--- src/rtl/adder_result_collector.sv ---
// Accumulates 4-bit adder results ({Cout,Sum}) over a window of MAX_COUNT
// samples with saturation; holds the window total until out_ready.
module adder_result_collector #(
  parameter int unsigned MAX_COUNT = 1000,
  parameter int unsigned ACC_W     = 16
) (
  input  logic             clk,
  input  logic             rst,
  input  logic             in_valid,
  output logic             in_ready,
  input  logic [2:0]       Sum,
  input  logic             Cout,
  input  logic             clear,
  output logic             out_valid,
  input  logic             out_ready,
  output logic [ACC_W-1:0] out_acc,
  output logic [15:0]      out_count,
  output logic             out_ovf
);

  typedef enum logic [1:0] {
    IDLE,
    ACCUM,
    HOLD
  } state_t;

  localparam logic [16:0] MAXC = 17'(MAX_COUNT);

  state_t           state, state_d;
  logic [ACC_W-1:0] acc, acc_d;
  logic [15:0]      count, count_d;
  logic             ovf, ovf_d;
  logic [ACC_W:0]   sum_w;
  logic [16:0]      cnt_inc;
  logic             accept;

  assign in_ready = (state != HOLD) && !clear;
  assign accept   = in_valid && in_ready;

  // one spare bit catches the saturation carry
  assign sum_w   = {1'b0, acc} + (ACC_W+1)'({Cout, Sum});
  assign cnt_inc = {1'b0, count} + 17'd1;

  always_comb begin
    state_d = state;
    acc_d   = acc;
    count_d = count;
    ovf_d   = ovf;
    if (clear) begin
      state_d = IDLE;
      acc_d   = '0;
      count_d = '0;
      ovf_d   = 1'b0;
    end else begin
      unique case (state)
        HOLD: begin
          if (out_ready) begin
            state_d = IDLE;
            acc_d   = '0;
            count_d = '0;
            ovf_d   = 1'b0;
          end
        end
        IDLE, ACCUM: begin
          if (accept) begin
            if (sum_w[ACC_W]) begin
              acc_d = '1;
              ovf_d = 1'b1;
            end else begin
              acc_d = sum_w[ACC_W-1:0];
            end
            count_d = cnt_inc[15:0];
            state_d = (cnt_inc == MAXC) ? HOLD : ACCUM;
          end
        end
        default: state_d = IDLE;
      endcase
    end
  end

  always_ff @(posedge clk or negedge rst) begin
    if (!rst) begin
      state     <= IDLE;
      acc       <= '0;
      count     <= '0;
      ovf       <= 1'b0;
      out_valid <= 1'b0;
    end else begin
      state     <= state_d;
      acc       <= acc_d;
      count     <= count_d;
      ovf       <= ovf_d;
      out_valid <= (state_d == HOLD);
    end
  end

  assign out_acc   = acc;
  assign out_count = count;
  assign out_ovf   = ovf;

endmodule

--- config.mk ---
export PLATFORM = sky130hd
export DESIGN_NAME = adder_result_collector
export DESIGN_NICKNAME = d
export VERILOG_FILES = /design/src/rtl/adder_result_collector.sv
export SDC_FILE = /design/constraint.sdc
export NUM_CORES = 1
export LEC_CHECK = 0
export ABC_AREA = 1
export ABC_CLOCK_PERIOD_IN_PS = 4300
export BUFFER_PORTS_ARGS = -buffer_cell sky130_fd_sc_hd__buf_2
export CAP_MARGIN = 40
export CORE_MARGIN = 2
export CORE_UTILIZATION = 25
export CTS_CLUSTER_DIAMETER = 100
export CTS_CLUSTER_SIZE = 30
export DETAILED_ROUTE_END_ITERATION = 10
export PLACE_DENSITY = 0.45
export SLEW_MARGIN = 0
export SYNTH_ARGS = -nofsm -noshare
export SYNTH_HDL_FRONTEND = slang
export SYNTH_SLANG_ARGS = --single-unit
--- constraint.sdc ---
create_clock -name clk -period 4.3 [get_ports clk]
set_input_delay 0.645 -clock clk [delete_from_list [all_inputs] [get_ports clk]]
set_output_delay 0.645 -clock clk [all_outputs]
set_load 0.01 [all_outputs]
* Yosys cells after proc, flatten, opt, wreduce, memory -nomap -nowiden
Cells that the tools add are included.
** Operators by class
- Multiplexer cells :: 18
- Equality and inequality tests :: 8
- Add/subtract/negate cells :: 2
- Reductions and logical operators :: 8
** Operators with widths (count)
- 16-bit two-way mux :: 6
- 16-bit one-hot mux with 2 select lines :: 2
- 16-bit by 1-bit adder with 17-bit output, second input constant :: 1
- 16-bit by 4-bit adder with 17-bit output :: 1
- 17-bit by 10-bit equality test with 1-bit output, second input constant :: 1
- 3-bit != test, second input constant :: 3
- 2-bit two-way mux :: 4
- 2-bit equality test, second input constant :: 2
- 1-bit two-way mux :: 4
- 2-bit one-hot mux with 2 select lines :: 1
- 4-bit AND reduction :: 1
- 3-bit AND reduction :: 1
- 3-bit nonzero test :: 1
- 2-bit by 1-bit equality test with 1-bit output, second input constant :: 1
- 1-bit logical AND :: 2
- 2-bit logical NOT :: 1
- 2-bit != test, second input constant :: 1
- 1-bit one-hot mux with 2 select lines :: 1
- 2-bit OR reduction :: 1
- 1-bit logical NOT :: 1
** Storage, ports and cells
- Output and inout port bits :: 35
- Register bits after elaboration :: 36

* Logic depth before layout (Yosys ltp)
Gate-level depths: netlist (run 1).
- Word-level depth :: 7
- Depth in mapped cells :: 12
- Mapped depth without buffers :: 12

* Least setup slack after synthesis (run 1)
Ideal clock, no wire load.
- Kind :: input -> register
- From :: input port Sum[0]
- To :: register acc[5], in the netlist out_acc[5]
- Data required time :: 4170 ps
- Setup time :: 130 ps
- Slack :: 2159 ps
- Arrival :: 2011 ps
- Stages :: 10
- Cell sequence :: ha_1 > fa_1 > nand3_1 > nand2_1 > nand2_1 > nor3_2 > nand3b_2 > inv_1 > o21ai_0 > o21ai_0
** Between the ends
- Longest elaborated chain between the ends :: 5
** RTL lines
- start, declared :: line 11 : input logic [2:0] Sum,
- 16-bit by 4-bit adder with 17-bit output :: line 41 : assign sum_w = {1'b0, acc} + (ACC_W+1)'({Cout, Sum});
- 16-bit two-way mux :: line 66 : if (sum_w[ACC_W]) begin
- 16-bit two-way mux :: line 65 : if (accept) begin
- 16-bit one-hot mux with 2 select lines :: line 55 : unique case (state)
- 16-bit two-way mux :: line 49 : if (clear) begin
- end signal, assigned :: line 84 : acc <= '0;
- end signal, assigned :: line 90 : acc <= acc_d;
- end, declared :: line 30 : logic [ACC_W-1:0] acc, acc_d;
No other way between the ends. The select of a mux whose other input is x is not followed.
A chain may end at the register's enable or synchronous reset.

* Worst setup path in the final report (run 1)
- From :: input port clear
- To :: register ovf, in the netlist out_ovf
** Between the ends
- Longest elaborated chain between the ends :: 5
** RTL lines
- start, declared :: line 13 : input logic clear,
- 1-bit logical NOT :: line 37 : assign in_ready = (state != HOLD) && !clear;
- 1-bit logical AND :: line 37
- 1-bit logical AND :: line 38 : assign accept = in_valid && in_ready;
- 3-bit != test (no source line)
- 4-bit AND reduction (no source line)
- end signal, assigned :: line 92 : ovf <= ovf_d;
- end, declared :: line 32 : logic ovf, ovf_d;
Several ways; a longest one is shown, not always the timed one.

==> results of run 1 <==
[power by group]
group	leakage, nW	switching [W]	total [W]	internal (W)
Combinational	0.797	0.0000596	0.0000963	0.0000366
Sequential	0.495	0.0000131	0.000363	0.000350
Clock	0.0455	0.000122	0.000253	0.000131
Total	1.34	0.000195	0.000712	0.000517
[worst paths after layout]
kind	start	end	slack, ns	cells past startpoint
worst min-delay path	rst	out_count[8]$_DFFE_PN0P_	0.30	1
worst max register to register	state[1]$_DFF_PN0_	out_ovf$_DFFE_PN0P_	2.01	8
min in group clk	out_acc[0]$_DFFE_PN0P_	out_acc[0]$_DFFE_PN0P_	0.52	2
max in group asynchronous	rst	out_acc[14]$_DFFE_PN0P_	3.53	2
worst min register to register	out_acc[0]$_DFFE_PN0P_	out_acc[0]$_DFFE_PN0P_	0.52	2
worst max-delay path	clear	out_ovf$_DFFE_PN0P_	1.95	9
[metal layers]
layer | up-vias | global-route usage | part of all wire
met1 | 1025 | 0.1889 | 0.51
met4 | 0 | 0.03161 | 0.0094
met3 | 5 | 0.02716 | 0.043
li1 | 1159 | - | -
met2 | 53 | 0.2142 | 0.44
met5 | - | 0 | 0
[state kept, by name, indices dropped and copies added, names as in the netlist]
name       count
out_ovf        1
state          2
out_valid      1
out_acc       16
out_count     16
[through the flow]
stage / power, W / worst slack [ns] / instances / hold slack (ns)
final: 0.0007122 / 1.946 / 489 / 0.3047
after global routing: 0.0007559 / 1.747 / 489 / 0.3200
after CTS: 0.0007249 / 1.933 / 489 / 0.3176
after detailed placement: 0.0004681 / 1.619 / 481 / 0.5124
after global placement: 0.0004646 / 1.686 / 480 / 0.5105
after floorplan: 0.0004246 / 2.159 / 331 / 0.3494
[worst max-delay path, stage by stage]
cell     delay [ns]
buf_2          0.13
nor2_2         0.14
inv_2          0.08
nor2_4         0.46
inv_2          0.26
a21oi_2        0.37
inv_2          0.19
o21ai_0        0.17
nand2_1        0.08
[logic make-up (layout without fill, tap and decap cells)]
logic type	count (synthesis)	count (layout)	share of synthesized area
AO/OA/AOI/OAI	49	49	0.1179
AND/OR/NAND/NOR	186	186	0.3532
XOR/XNOR	5	5	0.01893
adder cells (fa/ha/maj)	7	7	0.04110
flip-flops	36	36	0.3894
buffers and inverters	48	95	0.07950
[final cells by class]
class,count,area [sq um],area share
multi-input cells,247,1229,0.4441
inverters,42,157.7,0.05699
repair buffers,45,250.2,0.09046
flip-flops and latches,36,900.9,0.3256
clock buffers,8,90.09,0.03256
well taps,111,138.9,0.05020
[cells in the final DEF (no fill, tap or decap), drive strengths merged, types with 7 or more instances in the layout]
cell and count:
a21oi 7, buf 45, clkbuf 8, dfrtp 36, inv 42, nand2 102, nand3 26, nor2 40
o21ai 30, o22ai 7
==> results.cfg, run 1 <==
[outcome]
outcome = finished, final reports clean

[layout]
fin_area_sq_mm = 0.002766
num-fill-cells = 989
syn_to_final_growth_pct = 19.58
drive_above_1_share = 0.1772
fin_nets = 393
n_antenna_cell = 0
postLayoutCoreUtil = 0.3037

[timing]
period_minus_slack_ns = 2.354
worst_clock_skew_ns = 0.004993
rsz0062_at_grt = no
slew_violations = 0
fmax_mhz = 424.7
worst_pin_slew_ns = 0.5896
setup_viol = 0
min_period_over_period = 0.5475
max_slew_margin = 0.6060
fin_setup_tns_ns = 0
finalHoldViolations = 0

[place]
portBuffers = 43
place_hpwl_um = 4789
gp_congestion = 0.8266
dpl_cell_area_sq_mm = 0.002676

[synthesis]
ys_types = 30
synth_cells = 331
synth_edf_count = 0
ys_seq_area_frac = 0.3894
ys_top_cells_by_count = nand2_1, inv_1, dfrtp_1, nor2_1, o21ai_0
synth_area_sq_mm = 0.002313
synthDominantCellAreaShare = 0.3894
yosys-top-cells-area = dfrtp_1, nand2_1, inv_1
synthFlopType = dfrtp_1
synth_top_area_cell = dfrtp_1
avgSynthCellArea_sq_um = 6.989
yosysWarnings = 0
synthArstFlopShare = 1.000
syn_nets = 347
synth-seq-cells = 36
synth.most_common_cell = nand2_1

[floorplanning]
dieArea_sq_mm = 0.01004
io_pins = 44
core_sq_mm = 0.009109
die_h_um = 100.2
initial_core_util = 0.2540
die_x_um = 100.2
row_count = 35

[cts]
htree_levels = 2
postCtsSetupBuffers = 0
clk_latency_ns = 0.29
numCtsBuffers = 5
cts_tree = built
cts.sinks = 36
clk_pin_slew_ns = 0.07
clock-root-buffer = clkbuf_8
cts_buffer_depth = 2
ctsHoldBuffers = 0
cts_resized = 0

[power]
p_leak_nw = 1.338
power_density_mw_per_mm2 = 257.4
ir_drop_mv = 0.1339

[detailed_routing]
routed-via-count = 2242
drt-initial-drc-count = 86
routed_wl_um = 6373
firstDrtPassIters = 5
ant_nets = 0
wire_per_inst_um = 13.03
vias_per_cell = 4.585
drc = 0

[grt]
grt_max_degree = 26
grt_pass1_wl_um = 10810
grt_overflow_total = 0
grt_pass1_vias = 2167
grt_use_total = 0.1347
antenna_found_initial = 0

[critical_path]
worstSetupPathType = input port to register
end_kind = register
required_ns = 4.48
critPathMaxFanout = 25
worstPathArrival_ns = 2.53
critPathLaunchType = input port

[min_path]
hp-class = input port to async pin

[job]
cap_violations = 0
No activity file was read; power rests on OpenSTA's default activity.
==> run 2: changes to the inputs <==
--- a/config.mk
+++ b/config.mk
@@ -6,7 +6,7 @@
 export NUM_CORES = 1
 export LEC_CHECK = 0
 export ABC_AREA = 1
-export ABC_CLOCK_PERIOD_IN_PS = 4300
+export ABC_CLOCK_PERIOD_IN_PS = 2000
 export BUFFER_PORTS_ARGS = -buffer_cell sky130_fd_sc_hd__buf_2
 export CAP_MARGIN = 40
 export CORE_MARGIN = 2
@@ -14,7 +14,7 @@
 export CTS_CLUSTER_DIAMETER = 100
 export CTS_CLUSTER_SIZE = 30
 export DETAILED_ROUTE_END_ITERATION = 10
-export PLACE_DENSITY = 0.45
+export PLACE_DENSITY = 0.47
 export SLEW_MARGIN = 0
 export SYNTH_ARGS = -nofsm -noshare
 export SYNTH_HDL_FRONTEND = slang
==> constraint.sdc (replaced) <==
create_clock -name clk -period 2 [get_ports clk]
set_input_delay 0.3 -clock clk [delete_from_list [all_inputs] [get_ports clk]]
set_output_delay 0.3 -clock clk [all_outputs]
set_load 0.01 [all_outputs]
==> results.cfg, run 2 (synthesis results as in run 1) <==
[layout]
n_antenna_cell = 0
final_cell_mix = nand2_1, buf_2, inv_1
fin_nets = 407
fin_area_sq_mm = 0.002930
syn_to_final_growth_pct = 26.66
layout.cells.non_filler = 503
postLayoutCoreUtil = 0.3217
num-fill-cells = 1011
final_common_cell = nand2_1
drive_above_1_share = 0.2296

[critical_path]
r2r_setup_slack_ns = 0.13
reg2reg_to = out_acc[14]$_DFFE_PN0P_
critPathLaunchType = register
worstSetupPathType = register to register
r2r_cells = 12
critPathMaxFanout = 6
r2r_start = out_acc[0]$_DFFE_PN0P_
worstPathArrival_ns = 2.06
required_ns = 2.19
end_kind = register

[detailed_routing]
ant_nets = 0
vias_per_cell = 4.549
wire_per_inst_um = 12.97
routed-via-count = 2288
drc = 0
drt-initial-drc-count = 83
firstDrtPassIters = 4
routed_wl_um = 6524

[timing]
slew_violations = 0
min_period_over_period = 0.9348
finalHoldViolations = 0
max_slew_margin = 0.6751
period_minus_slack_ns = 1.870
worst_pin_slew_ns = 0.4873
worst_clock_skew_ns = 0.007254
setup_viol = 0
fmax_mhz = 534.9

[place]
gp_congestion = 0.8563
place_hpwl_um = 4860
portBuffers = 43
dp.cells = 493
dpl_cell_area_sq_mm = 0.002759

[floorplanning]
die_h_um = 100.2
io_pins = 44
dieArea_sq_mm = 0.01004
row_count = 35
die_x_um = 100.2
initial_core_util = 0.2540
core_sq_mm = 0.009109

[cts]
cts_tree = built
numCtsBuffers = 5
clock-root-buffer = clkbuf_8
htree_levels = 2
cts.sinks = 36
clk_latency_ns = 0.29
clk_pin_slew_ns = 0.08
cts_buffer_depth = 2

[power]
p_leak_nw = 1.431
p_seq_frac = 0.486
p_switching_w = 0.0004515
comb_power_share = 0.163
internal_power_w = 0.001147
ir_drop_mv = 0.2161
power_density_mw_per_mm2 = 545.6
p_clk_frac = 0.351
switching_share = 0.2824

[grt]
grt_pass1_vias = 2279
antenna_found_initial = 0
grt_use_total = 0.1402
grt_max_degree = 25
grt_pass1_wl_um = 11170
grt_overflow_total = 0

[outcome]
outcome = finished, final reports clean

[min_path]
min_delay_path_depth = 2
hp-class = input port to register
hold_path_startpoint = clear
min_to = out_valid$_DFF_PN0_

[job]
cap_violations = 0
-- run 2: power groups by stage --
stage / clock network [W] / logic (W) / registers (W)
6_report: 0.000561 / 0.000260 / 0.000777
5_1_grt: 0.000612 / 0.000295 / 0.000783
4_1_cts: 0.000580 / 0.000239 / 0.000774
3_5_place_dp: 0 / 0.000234 / 0.000788
3_3_place_gp: 0 / 0.000236 / 0.000788
2_1_floorplan: 0 / 0.000113 / 0.000800
-- run 2: worst max-delay path, cell delays in order (launching register included) --
cell and delay (ns):
dfrtp_1 0.39, ha_2 0.20, fa_2 0.35, nand3_1 0.08, nand2_1 0.10, nand2_4 0.12
buf_4 0.12, nor2_1 0.04, nand2_1 0.07, xor2_1 0.15, nand2_1 0.06, nand2_1 0.06
nand2_1 0.05
-- run 2: what timing repair did --
action	in CTS	in global routing
hold buffers	1	0
gates resized for setup	1	13
hold endpoints to repair	18	0
gates cloned	0	0
pin swaps	0	0
buffers inserted	0	1
endpoints found under the setup margin	2	20
-- run 2: final cells by class --
| type | count | area (sq um) | area share |
|---|---|---|---|
| Sequential cell | 36 | 900.9 | 0.3074 |
| Multi-Input combinational cell | 247 | 1292 | 0.4411 |
| Inverter | 42 | 157.7 | 0.05380 |
| Tap cell | 111 | 138.9 | 0.04740 |
| Clock buffer | 8 | 90.09 | 0.03074 |
| Timing Repair Buffer | 59 | 350.3 | 0.1196 |
-- run 2: per-layer routing --
layer | routed length, um | part of all wire | global-route usage | vias up
met4 | 27 | 0.0041 | 0.02529 | 0
met2 | 3089 | 0.47 | 0.2328 | 44
li1 | - | - | - | 1192
met5 | 0 | 0 | 0 | -
met3 | 256 | 0.039 | 0.03552 | 2
met1 | 3151 | 0.48 | 0.1868 | 1050
-- run 2: metrics by stage --
step	setup TNS, ns	worst slack, ns	power (W)	hold slack [ns]
after floorplan	0	0.08476	0.0009130	0.004409
after global placement	-0.007280	-0.007280	0.001023	0.3070
after detailed placement	-0.1007	-0.03944	0.001022	0.3016
after CTS	0	0.04037	0.001593	0.2193
after global routing	-0.05083	-0.02380	0.001690	0.2296
final	0	0.1304	0.001599	0.2277
-- run 2: how the worst max path moves through the flow --
| stage | end | from | cells after the start |
|---|---|---|---|
| detailed placement | out_acc[5]$_DFFE_PN0P_ | Sum[0] | 11 |
| CTS | out_acc[5]$_DFFE_PN0P_ | out_acc[0]$_DFFE_PN0P_ | 10 |
| finish | out_acc[14]$_DFFE_PN0P_ | out_acc[0]$_DFFE_PN0P_ | 12 |
| global route | out_acc[6]$_DFFE_PN0P_ | out_acc[0]$_DFFE_PN0P_ | 10 |
| global placement | out_acc[14]$_DFFE_PN0P_ | Sum[0] | 13 |
| floorplan | out_acc[5]$_DFFE_PN0P_ | out_acc[0]$_DFFE_PN0P_ | 10 |
